[config.mk]
export PLATFORM = sky130hd
export DESIGN_NAME = am_error_stats
export DESIGN_NICKNAME = d
export VERILOG_FILES = /design/src/rtl/am_stat_pkg.sv /design/src/rtl/am_err_stage.sv /design/src/rtl/am_error_stats.sv
export SDC_FILE = /design/constraint.sdc
export NUM_CORES = 1
export LEC_CHECK = 0
export ABC_AREA = 1
export BUFFER_PORTS_ARGS = -buffer_cell sky130_fd_sc_hd__buf_2
export CAP_MARGIN = 25
export CORE_ASPECT_RATIO = 2
export CORE_MARGIN = 2
export CORE_UTILIZATION = 50
export CTS_CLUSTER_SIZE = 12
export DETAILED_ROUTE_END_ITERATION = 7
export PLACE_DENSITY = 0.72
export SYNTH_ARGS = -nofsm -noshare
export SYNTH_HDL_FRONTEND = slang
export SYNTH_SLANG_ARGS = --single-unit
export TNS_END_PERCENT = 20
[constraint.sdc]
create_clock -name clk -period 7 [get_ports clk]
set_clock_uncertainty 0.2 [all_clocks]
set_input_delay 0.7 -clock clk [delete_from_list [all_inputs] [get_ports clk]]
set_output_delay 0.7 -clock clk [all_outputs]
set_load 0.02 [all_outputs]
[src/rtl/am_stat_pkg.sv]
// Shared state encoding and derived-width helpers for the approximate-multiplier error collector.
package am_stat_pkg;

  typedef enum logic [1:0] {IDLE, RUN, DRAIN, DONE} state_t;

  function automatic int calc_cnt_w(input int n_samples);
    return $clog2(n_samples + 1);
  endfunction

  // Wide enough for n_samples worst-case errors of (2^(2*width)-1) each.
  function automatic int calc_sum_w(input int width, input int n_samples);
    return 2 * width + calc_cnt_w(n_samples);
  endfunction

endpackage

[src/rtl/am_err_stage.sv]
// Two-stage error pipe: S1 registers the sample, S2 registers |z - x*y| and the mismatch flag.
// Latency 2 cycles from valid to err_valid; no stall path, the caller only feeds it while it can drain.
module am_err_stage #(
  parameter int WIDTH = 8
) (
  input  logic               clk,
  input  logic               rst,
  input  logic               valid,
  input  logic [WIDTH-1:0]   x,
  input  logic [WIDTH-1:0]   y,
  input  logic [2*WIDTH-1:0] z,
  output logic               s1_valid,
  output logic               err_valid,
  output logic [2*WIDTH-1:0] err,
  output logic               mismatch
);

  logic [WIDTH-1:0]   x_q;
  logic [WIDTH-1:0]   y_q;
  logic [2*WIDTH-1:0] z_q;
  logic [2*WIDTH-1:0] prod;

  assign prod = (2*WIDTH)'(x_q) * (2*WIDTH)'(y_q);

  always_ff @(posedge clk) begin
    if (rst) begin
      s1_valid  <= 1'b0;
      err_valid <= 1'b0;
    end else begin
      s1_valid  <= valid;
      err_valid <= s1_valid;
    end
  end

  // Data registers only load on a valid beat; downstream qualifies them with the valid bits.
  always_ff @(posedge clk) begin
    if (valid) begin
      x_q <= x;
      y_q <= y;
      z_q <= z;
    end
    if (s1_valid) begin
      err      <= (z_q >= prod) ? (z_q - prod) : (prod - z_q);
      mismatch <= (z_q != prod);
    end
  end

endmodule

[src/rtl/am_error_stats.sv]
// Run-statistics collector for an 8x8 approximate multiplier: counts, error sum, error max over N_SAMPLES.
// Statistics trail a transfer by 3 edges; in_ready is high only while a run is accepting samples.
module am_error_stats
  import am_stat_pkg::*;
#(
  parameter int WIDTH     = 8,
  parameter int N_SAMPLES = 65536,
  parameter int CNT_W     = calc_cnt_w(N_SAMPLES),
  parameter int SUM_W     = calc_sum_w(WIDTH, N_SAMPLES)
) (
  input  logic               clk,
  input  logic               rst,
  input  logic               start,
  input  logic               in_valid,
  output logic               in_ready,
  input  logic [WIDTH-1:0]   in_x,
  input  logic [WIDTH-1:0]   in_y,
  input  logic [2*WIDTH-1:0] in_z,
  output logic               busy,
  output logic               done,
  output logic [CNT_W-1:0]   sample_cnt,
  output logic [CNT_W-1:0]   err_cnt,
  output logic [SUM_W-1:0]   sum_abs_err,
  output logic [2*WIDTH-1:0] max_abs_err
);

  localparam logic [CNT_W-1:0] LAST_IDX = CNT_W'(N_SAMPLES - 1);

  state_t             state;
  logic               xfer;
  logic               s1_valid;
  logic               err_valid;
  logic               mismatch;
  logic [2*WIDTH-1:0] err;

  assign xfer = in_valid & in_ready;

  am_err_stage #(.WIDTH(WIDTH)) u_err_stage (
    .clk       (clk),
    .rst       (rst),
    .valid     (xfer),
    .x         (in_x),
    .y         (in_y),
    .z         (in_z),
    .s1_valid  (s1_valid),
    .err_valid (err_valid),
    .err       (err),
    .mismatch  (mismatch)
  );

  always_ff @(posedge clk) begin
    if (rst) begin
      state       <= IDLE;
      in_ready    <= 1'b0;
      busy        <= 1'b0;
      done        <= 1'b0;
      sample_cnt  <= '0;
      err_cnt     <= '0;
      sum_abs_err <= '0;
      max_abs_err <= '0;
    end else begin
      done <= 1'b0;

      if (err_valid) begin
        sum_abs_err <= sum_abs_err + SUM_W'(err);
        err_cnt     <= err_cnt + CNT_W'(mismatch);
        if (err > max_abs_err) max_abs_err <= err;
      end

      // The pipe is never valid in IDLE, so the clear on start cannot race an accumulate.
      case (state)
        IDLE: if (start) begin
          state       <= RUN;
          in_ready    <= 1'b1;
          busy        <= 1'b1;
          sample_cnt  <= '0;
          err_cnt     <= '0;
          sum_abs_err <= '0;
          max_abs_err <= '0;
        end
        RUN: if (xfer) begin
          sample_cnt <= sample_cnt + 1'b1;
          if (sample_cnt == LAST_IDX) begin
            state    <= DRAIN;
            in_ready <= 1'b0;
          end
        end
        // Once S1 is empty the last sample accumulates on this same edge.
        DRAIN: if (!s1_valid) begin
          state <= DONE;
          busy  <= 1'b0;
          done  <= 1'b1;
        end
        DONE:    state <= IDLE;
        default: state <= IDLE;
      endcase
    end
  end

endmodule

# Word level (Yosys, flattened, before mapping)
# Cells that the tools add are included.
totals:
  regBits: 139
  latchBits: 0
  ram_bits: 0
  mem_bits_ro: 0
  in_bits: 36
  output_inout_bits: 86
  wordCells: 68
  mem_count: 0
classes:
  n_addsub: 5
  mul: 1
  n_div: 0
  magnitude_cmp: 2
  eq_ne: 9
  n_shift: 0
  muxes: 26
  bitwise: 2
  n_reduce_logical: 8
op_table:
  columns: ["cell", "count"]
  rows:
  - ["$mux 33", 3]
  - ["$mux 17", 5]
  - ["$mux 16", 5]
  - ["$pmux 17 s2", 1]
  - ["$add 33x16->33", 1]
  - ["$sub 16x16->16", 2]
  - ["$add 17x1->17", 1]
  - ["$add 17x1->17 const B", 1]
  - ["$eq 17x16->1 const B", 1]
  - ["$ge 16x16->1", 1]
  - ["$gt 16x16->1", 1]
  - ["$mul 8x8->16", 1]
  - ["$ne 16x16->1", 1]
  - ["$mux 2", 4]
  - ["$pmux 2 s4", 1]
  - ["$reduce_and 4->1", 2]
  - ["$ne 2x2->1 const B", 3]
  - ["$reduce_and 3->1", 2]
  - ["$mux 1", 5]
  - ["$eq 2x2->1 const B", 2]
  - ["$pmux 1 s2", 2]
  - ["$reduce_bool 2->1", 2]
  - ["$eq 2x1->1 const B", 1]
  - ["$logic_not 2->1", 1]
  - ["4 further kinds", 4]

# Longest topological paths before layout
logic_depth:
  word_depth: 5
  depth_mapped: 30
  depth_no_buf: 27

# Modules after synthesis
# A second synthesis with hierarchy kept.
hier_totals:
  hier_cells: 1750
  hier_area_um2: 11720.0
modules_own_cells:
  columns: ["mod", "instances", "cells_each", "area_each_um2", "seq_area_each_um2"]
  rows:
  - ["am_err_stage", 1, 855, 6080.8, 1511.4]
  - ["am_error_stats", 1, 895, 5639.2, 1761.7]

# Worst setup path after synthesis
# Ideal clock, no wire load.
synth_path:
  kind: "reg-to-reg"
  from: "register u_err_stage.x_q[0]"
  to: "register u_err_stage.err[3], data pin"
  setup_ps: 251
  arrival_time_ps: 5272
  t_required_ps: 6549
  path_slack_ps: 1277
  path_stages_with_launch: 29
  synth_period_minus_slack_ps: 5723
  cell_sequence: "edfxtp_1 > clkbuf_1 > nand2_1 > fa_1 > fa_1 > inv_1 > fa_1 > inv_1 > fa_1 > inv_1 > ha_1 > a21oi_1 > o21ai_0 > a21oi_1 > o21ai_0 > xor2_1 > ha_1 > buf_2 > nand2_1 > nor2_4 > nand2_4 > nor2_4 > nor2_2 > nand2_4 > nor2_8 > inv_8 > buf_12 > nand2_4 > nand2_2"
synth_between:
  elab_chain_cells: 3
  word_cells_on_any_way: 5
  classes_between: "2 x add/sub; 1 x mul; 1 x order compare; 1 x mux"
synth_rtl:
  columns: ["item", "line", "rtl"]
  rows:
  - ["start: declaration", "am_err_stage.sv:18", "logic [WIDTH-1:0] x_q;"]
  - ["start signal: assignment", "am_err_stage.sv:38", "x_q <= x;"]
  - ["$mul 8x8->16 *", "am_err_stage.sv:23", "assign prod = (2*WIDTH)'(x_q) * (2*WIDTH)'(y_q);"]
  - ["$sub 16x16->16 or $ge 16x16->1 (tied branches)", "am_err_stage.sv:43", "err <= (z_q >= prod) ? (z_q - prod) : (prod - z_q);"]
  - ["$mux 16 *", "am_err_stage.sv:43", null]
  - ["end signal: assignment", "am_err_stage.sv:43", null]
  - ["end: declaration", "am_err_stage.sv:14", "output logic [2*WIDTH-1:0] err,"]
# Every way passes the cells marked *; elsewhere a longest branch is shown, timed or not.
# A chain may end at the register's enable or synchronous reset.

# Worst setup path in the final report
layout_path:
  from: "register u_err_stage.y_q[4]"
  to: "register u_err_stage.err[13], data pin"
layout_between:
  elab_chain_cells: 3
  word_cells_on_any_way: 5
  classes_between: "2 x add/sub; 1 x mul; 1 x order compare; 1 x mux"
layout_rtl:
  columns: ["item", "line", "rtl"]
  rows:
  - ["start: declaration", "am_err_stage.sv:19", "logic [WIDTH-1:0] y_q;"]
  - ["start signal: assignment", "am_err_stage.sv:39", "y_q <= y;"]
  - ["$mul 8x8->16 *", "am_err_stage.sv:23", null]
  - ["$sub 16x16->16 or $ge 16x16->1 (tied branches)", "am_err_stage.sv:43", null]
  - ["$mux 16 *", "am_err_stage.sv:43", null]
# Marks and branches as above.

==> run_results.csv <==
group,metric,value,unit
sta,slew_headroom,33.4,%
worst_setup_path,timing.critical_path.required,7000,ps
synth,synthArstFlopShare,0,%
sta,unrepaired_setup_endpoints_after_global_routing,"no",
worst_setup_path,setup.worst_path.class,"flop to flop",
drt,routed_wirelength_normalized_by_instance_count,13.0,µm
cts,cts-htree-levels,4,
cts,clock_insertion_delay_worst_skew,450,ps
drt,detailedRoute.firstIterationViolations,668,
synth,yosys_warnings,0,
drt,drt.antenna.violating_nets,0,
place,placement.io_buffers,121,
place,detailed_place.area,12400,µm²
cts,clock_sinks,139,
worst_setup_path,critical_path.slowest_cell,"sky130_fd_sc_hd__fa_1",
worst_setup_path,crit_top_cell,"sky130_fd_sc_hd__fa_1",
cts,buffer_levels_on_the_longest_clock_path,2,
worst_setup_path,worst_r2r_startpoint,"u_err_stage.y_q[4]$_DFFE_PP_",
synth,synth_edf_count,49,
power,int_power,3120,µW
sta,worst_hold_check_slack,229,ps
synth,synth.top_cells.by_count,"sky130_fd_sc_hd__nand2_1, sky130_fd_sc_hd__inv_1, sky130_fd_sc_hd__nor2_1",
worst_setup_path,critPathMaxStageDelay,580,ps
worst_setup_path,worst-endpoint-arrival,6160,ps
die,floorplan.die.height,220,µm
die,floorplan.die_area,24600,µm²
synth,syn_avg_cell_area,6.95,µm²
run_status,status,"finished, final reports clean",
synth,synthMostInstantiatedCell,"sky130_fd_sc_hd__nand2_1",
drt,dr_total_vias,10300,
power,seq_power_share,16.3,%
worst_setup_path,timing.critical_path.max_delay_family,"adder cells",
synth,syn-cell-area,11600,µm²
cells_and_area,diodes,0,
die,initial_core_util,50.5,%
cts,cts_tree,"built",
grt,global_route_wire_length_before_repair,44500,µm
sta,fmax,162,MHz
power,power.switching,3400,µW
hold_path,min_from,"in_z[4]",
sta,timing_worst_slew_pin_value,997,ps
die,core_region_area,23000,µm²
drt,drc,0,
power,clkPwrFrac,14.2,%
cells_and_area,finish.net_count,1950,
synth,synth_top_cells_by_area,"sky130_fd_sc_hd__dfxtp_1, sky130_fd_sc_hd__nand2_1, sky130_fd_sc_hd__edfxtp_1, sky130_fd_sc_hd__ha_1, sky130_fd_sc_hd__inv_1",
power,powerDensity,502,nW/µm²
cts,cts_hold_buf,0,
power,share_of_total_power_consumed_by_net_switching,52.1,%
die,fp.dieW,112,µm
worst_setup_path,timing.critical_path.fanout_max,17,
power,ir_worst_vdd,380,µV
grt,grt_start_max_net_pins,54,
worst_setup_path,reg2reg_to,"u_err_stage.err[13]$_DFFE_PP_",
worst_setup_path,register_to_register_setup_slack,840,ps
worst_setup_path,timing.reg2reg.worst_path_depth,23,
sta,final-max-slew-violation-count,0,
worst_setup_path,path_depth,23,
sta,post-route-min-period,6160,ps
sta,timing.final.setup_violations,0,
worst_setup_path,cp-start-kind,"flop",
grt,grt_util_all_layers,22.3,%
die,num_rows,79,
hold_path,hold_path.class,"primary input to flop",
hold_path,min_delay_path_depth,1,
cts,cts_inserted_buffers,17,
cells_and_area,synth_to_final_area_change,11.8,%
job,max_cap_violations,0,
synth,synth_top_area_share,15.5,%
worst_setup_path,path_cells,"nand2_1, inv_1, fa_1, fa_1, fa_1, inv_1, fa_1, inv_1, ha_1, a21oi_1, o21ai_0, a21oi_1, o21ai_0, xor2_1, ha_1, a21oi_1, o21ai_0, nor2_2, nand2_4, nor2_8, inv_8, nand2_1, nand2_1",
synth,synthesis.nets,1854,
die,top_level_ports,122,
grt,grt_antenna_before_repair,0,
cts,cts_resized,0,
power,part_of_the_total_power_dissipated_in_combinational_logic,69.5,%
drt,total_wirelength_of_the_detailed_routed_design,26800,µm
cells_and_area,num-fill-cells,2227,
cts,postCtsSetupRepairBufs,0,
sta,final_period_util,87.9,%
synth,synth_seq_area_share,28.1,%
synth,synth_cell_types,45,
synth,postSynthCellCount,1673,
grt,globalRoute.totalOverflow,0,
worst_setup_path,cp.buffers_inverters,4,
grt,grt_pass1_vias,9416,
hold_path,min_delay_worst_endpoint,"u_err_stage.z_q[4]$_DFFE_PP_",
place,detailedPlacementHpwl,21200,µm
sta,fin_setup_tns,0,ps
sta,finalHoldViolCount,0,
cts,ctsRootBufferMaster,"sky130_fd_sc_hd__clkbuf_16",
synth,ys_seq_elements,139,
cts,cts.reportedPaths.clkPinSlew,60,ps
drt,post_detailed_route_via_to_cell_ratio,4.99,
cells_and_area,layout-drive-gt1-share,11.7,%
cells_and_area,post_layout_inst_area,13000,µm²
synth,dominantRegCellSynth,"sky130_fd_sc_hd__dfxtp_1",
place,place.gp.congestion,0.955,
power,pleak,0.00696,µW
drt,drtPass1Iterations,5,
worst_setup_path,endpoint_class_of_the_critical_path,"flop",
synth,yosys.area.top_type,"sky130_fd_sc_hd__dfxtp_1",
## cells by family (layout without fill, tap and decap cells)
family / after synthesis / in the layout / share of synthesized area, %
DFF: 139 / 139 / 28.1
buffers and inverters: 378 / 487 / 12.9
AOI/OAI and AO/OA: 181 / 181 / 8.59
and+or+nand+nor: 795 / 795 / 29.6
xor gates and xnor gates: 35 / 35 / 2.64
adders and majority gates: 145 / 145 / 18.1
## layer usage
metal	vias up	wire [µm]	GRT usage, %
met5	-	0	0
met4	0	622	8.56
met3	43	1220	3.30
met2	257	13000	37.7
met1	4599	12000	28.9
li1	5415	-	-
## worst reg2reg max path: stages, from the launching register on
cell                       delay (ps)
sky130_fd_sc_hd__edfxtp_1         540
sky130_fd_sc_hd__nand2_1          130
sky130_fd_sc_hd__inv_1             60
sky130_fd_sc_hd__fa_1             580
sky130_fd_sc_hd__fa_1             450
sky130_fd_sc_hd__fa_1             540
sky130_fd_sc_hd__inv_1             50
sky130_fd_sc_hd__fa_1             520
sky130_fd_sc_hd__inv_1             40
sky130_fd_sc_hd__ha_1             340
sky130_fd_sc_hd__a21oi_1          190
sky130_fd_sc_hd__o21ai_0           90
sky130_fd_sc_hd__a21oi_1          280
sky130_fd_sc_hd__o21ai_0          210
sky130_fd_sc_hd__xor2_1           190
sky130_fd_sc_hd__ha_1             400
sky130_fd_sc_hd__a21oi_1          210
sky130_fd_sc_hd__o21ai_0          140
sky130_fd_sc_hd__nor2_2           160
sky130_fd_sc_hd__nand2_4           80
sky130_fd_sc_hd__nor2_8           260
sky130_fd_sc_hd__inv_8            140
sky130_fd_sc_hd__nand2_1           90
sky130_fd_sc_hd__nand2_1           40
## flip-flops by register name (all words and copies together), names as in the netlist
| name | flops |
|---|---|
| u_err_stage.s1_valid | 1 |
| u_err_stage.z_q | 16 |
| u_err_stage.y_q | 8 |
| state | 2 |
| sample_cnt | 17 |
| sum_abs_err | 33 |
| u_err_stage.mismatch | 1 |
| busy | 1 |
| u_err_stage.err | 16 |
| u_err_stage.x_q | 8 |
| u_err_stage.err_valid | 1 |
| max_abs_err | 16 |
| in_ready | 1 |
| done | 1 |
| err_cnt | 17 |
## worst max-delay path by stage
stage / startpoint / endpoint / slack [ps]
floorplan: u_err_stage.x_q[0]$_DFFE_PP_ / u_err_stage.err[3]$_DFFE_PP_ / 1280
detailed placement: u_err_stage.x_q[0]$_DFFE_PP_ / u_err_stage.err[13]$_DFFE_PP_ / 880
finish: u_err_stage.y_q[4]$_DFFE_PP_ / u_err_stage.err[13]$_DFFE_PP_ / 840
global route: u_err_stage.x_q[0]$_DFFE_PP_ / u_err_stage.err[14]$_DFFE_PP_ / 490
global placement: u_err_stage.x_q[1]$_DFFE_PP_ / u_err_stage.err[13]$_DFFE_PP_ / 1000
CTS: u_err_stage.y_q[4]$_DFFE_PP_ / u_err_stage.err[7]$_DFFE_PP_ / 870
## cell usage in the layout, fill, tap and decap left out, drive strengths merged
cell    count
nor4        2
ha        106
or2         3
o21a        1
bufinv      1
a211oi      4
dfxtp      90
xor2       27
a31o        2
buf       125
and2        2
fa         39
nand2     461
o211ai      9
clkbuf     23
nand3     104
a21oi     108
nor2      177
xnor2       8
inv       335
nand4      21
a21o        4
clkinv      3
edfxtp     49
a31oi       1
o21ai      49
o21bai      3
nor3       25
## stage by stage
| step | utilization, % | power [µW] | setup slack [ps] | std cells |
|---|---|---|---|---|
| global route | 56.4 | 7170 | 489 | 2065 |
| finish | 56.4 | 6520 | 845 | 2065 |
| global placement | 53.7 | 5560 | 997 | 2032 |
| floorplan | - | 4790 | 1280 | 1673 |
| detailed placement | 53.8 | 5590 | 883 | 2033 |
| CTS | 56.4 | 6550 | 870 | 2065 |
## final cells by class
type | instances | area [µm²] | share of cell area, %
Clock buffer | 23 | 499 | 3.84
Clock inverter | 9 | 97.6 | 0.751
Multi-Input combinational cell | 1156 | 6870 | 52.8
Inverter | 330 | 1250 | 9.61
Tap cell | 283 | 354 | 2.72
Sequential cell | 139 | 3270 | 25.2
Timing Repair Buffer | 125 | 656 | 5.04
## power by group through the flow
stage	Combinational, µW	Clock (µW)	Sequential, µW
final	4530	929	1060
after global routing	5120	977	1070
after CTS	4540	946	1060
after detailed placement	4510	0	1080
after global placement	4480	0	1080
after floorplan	3740	0	1060
Power figures use the tool's default switching activity.
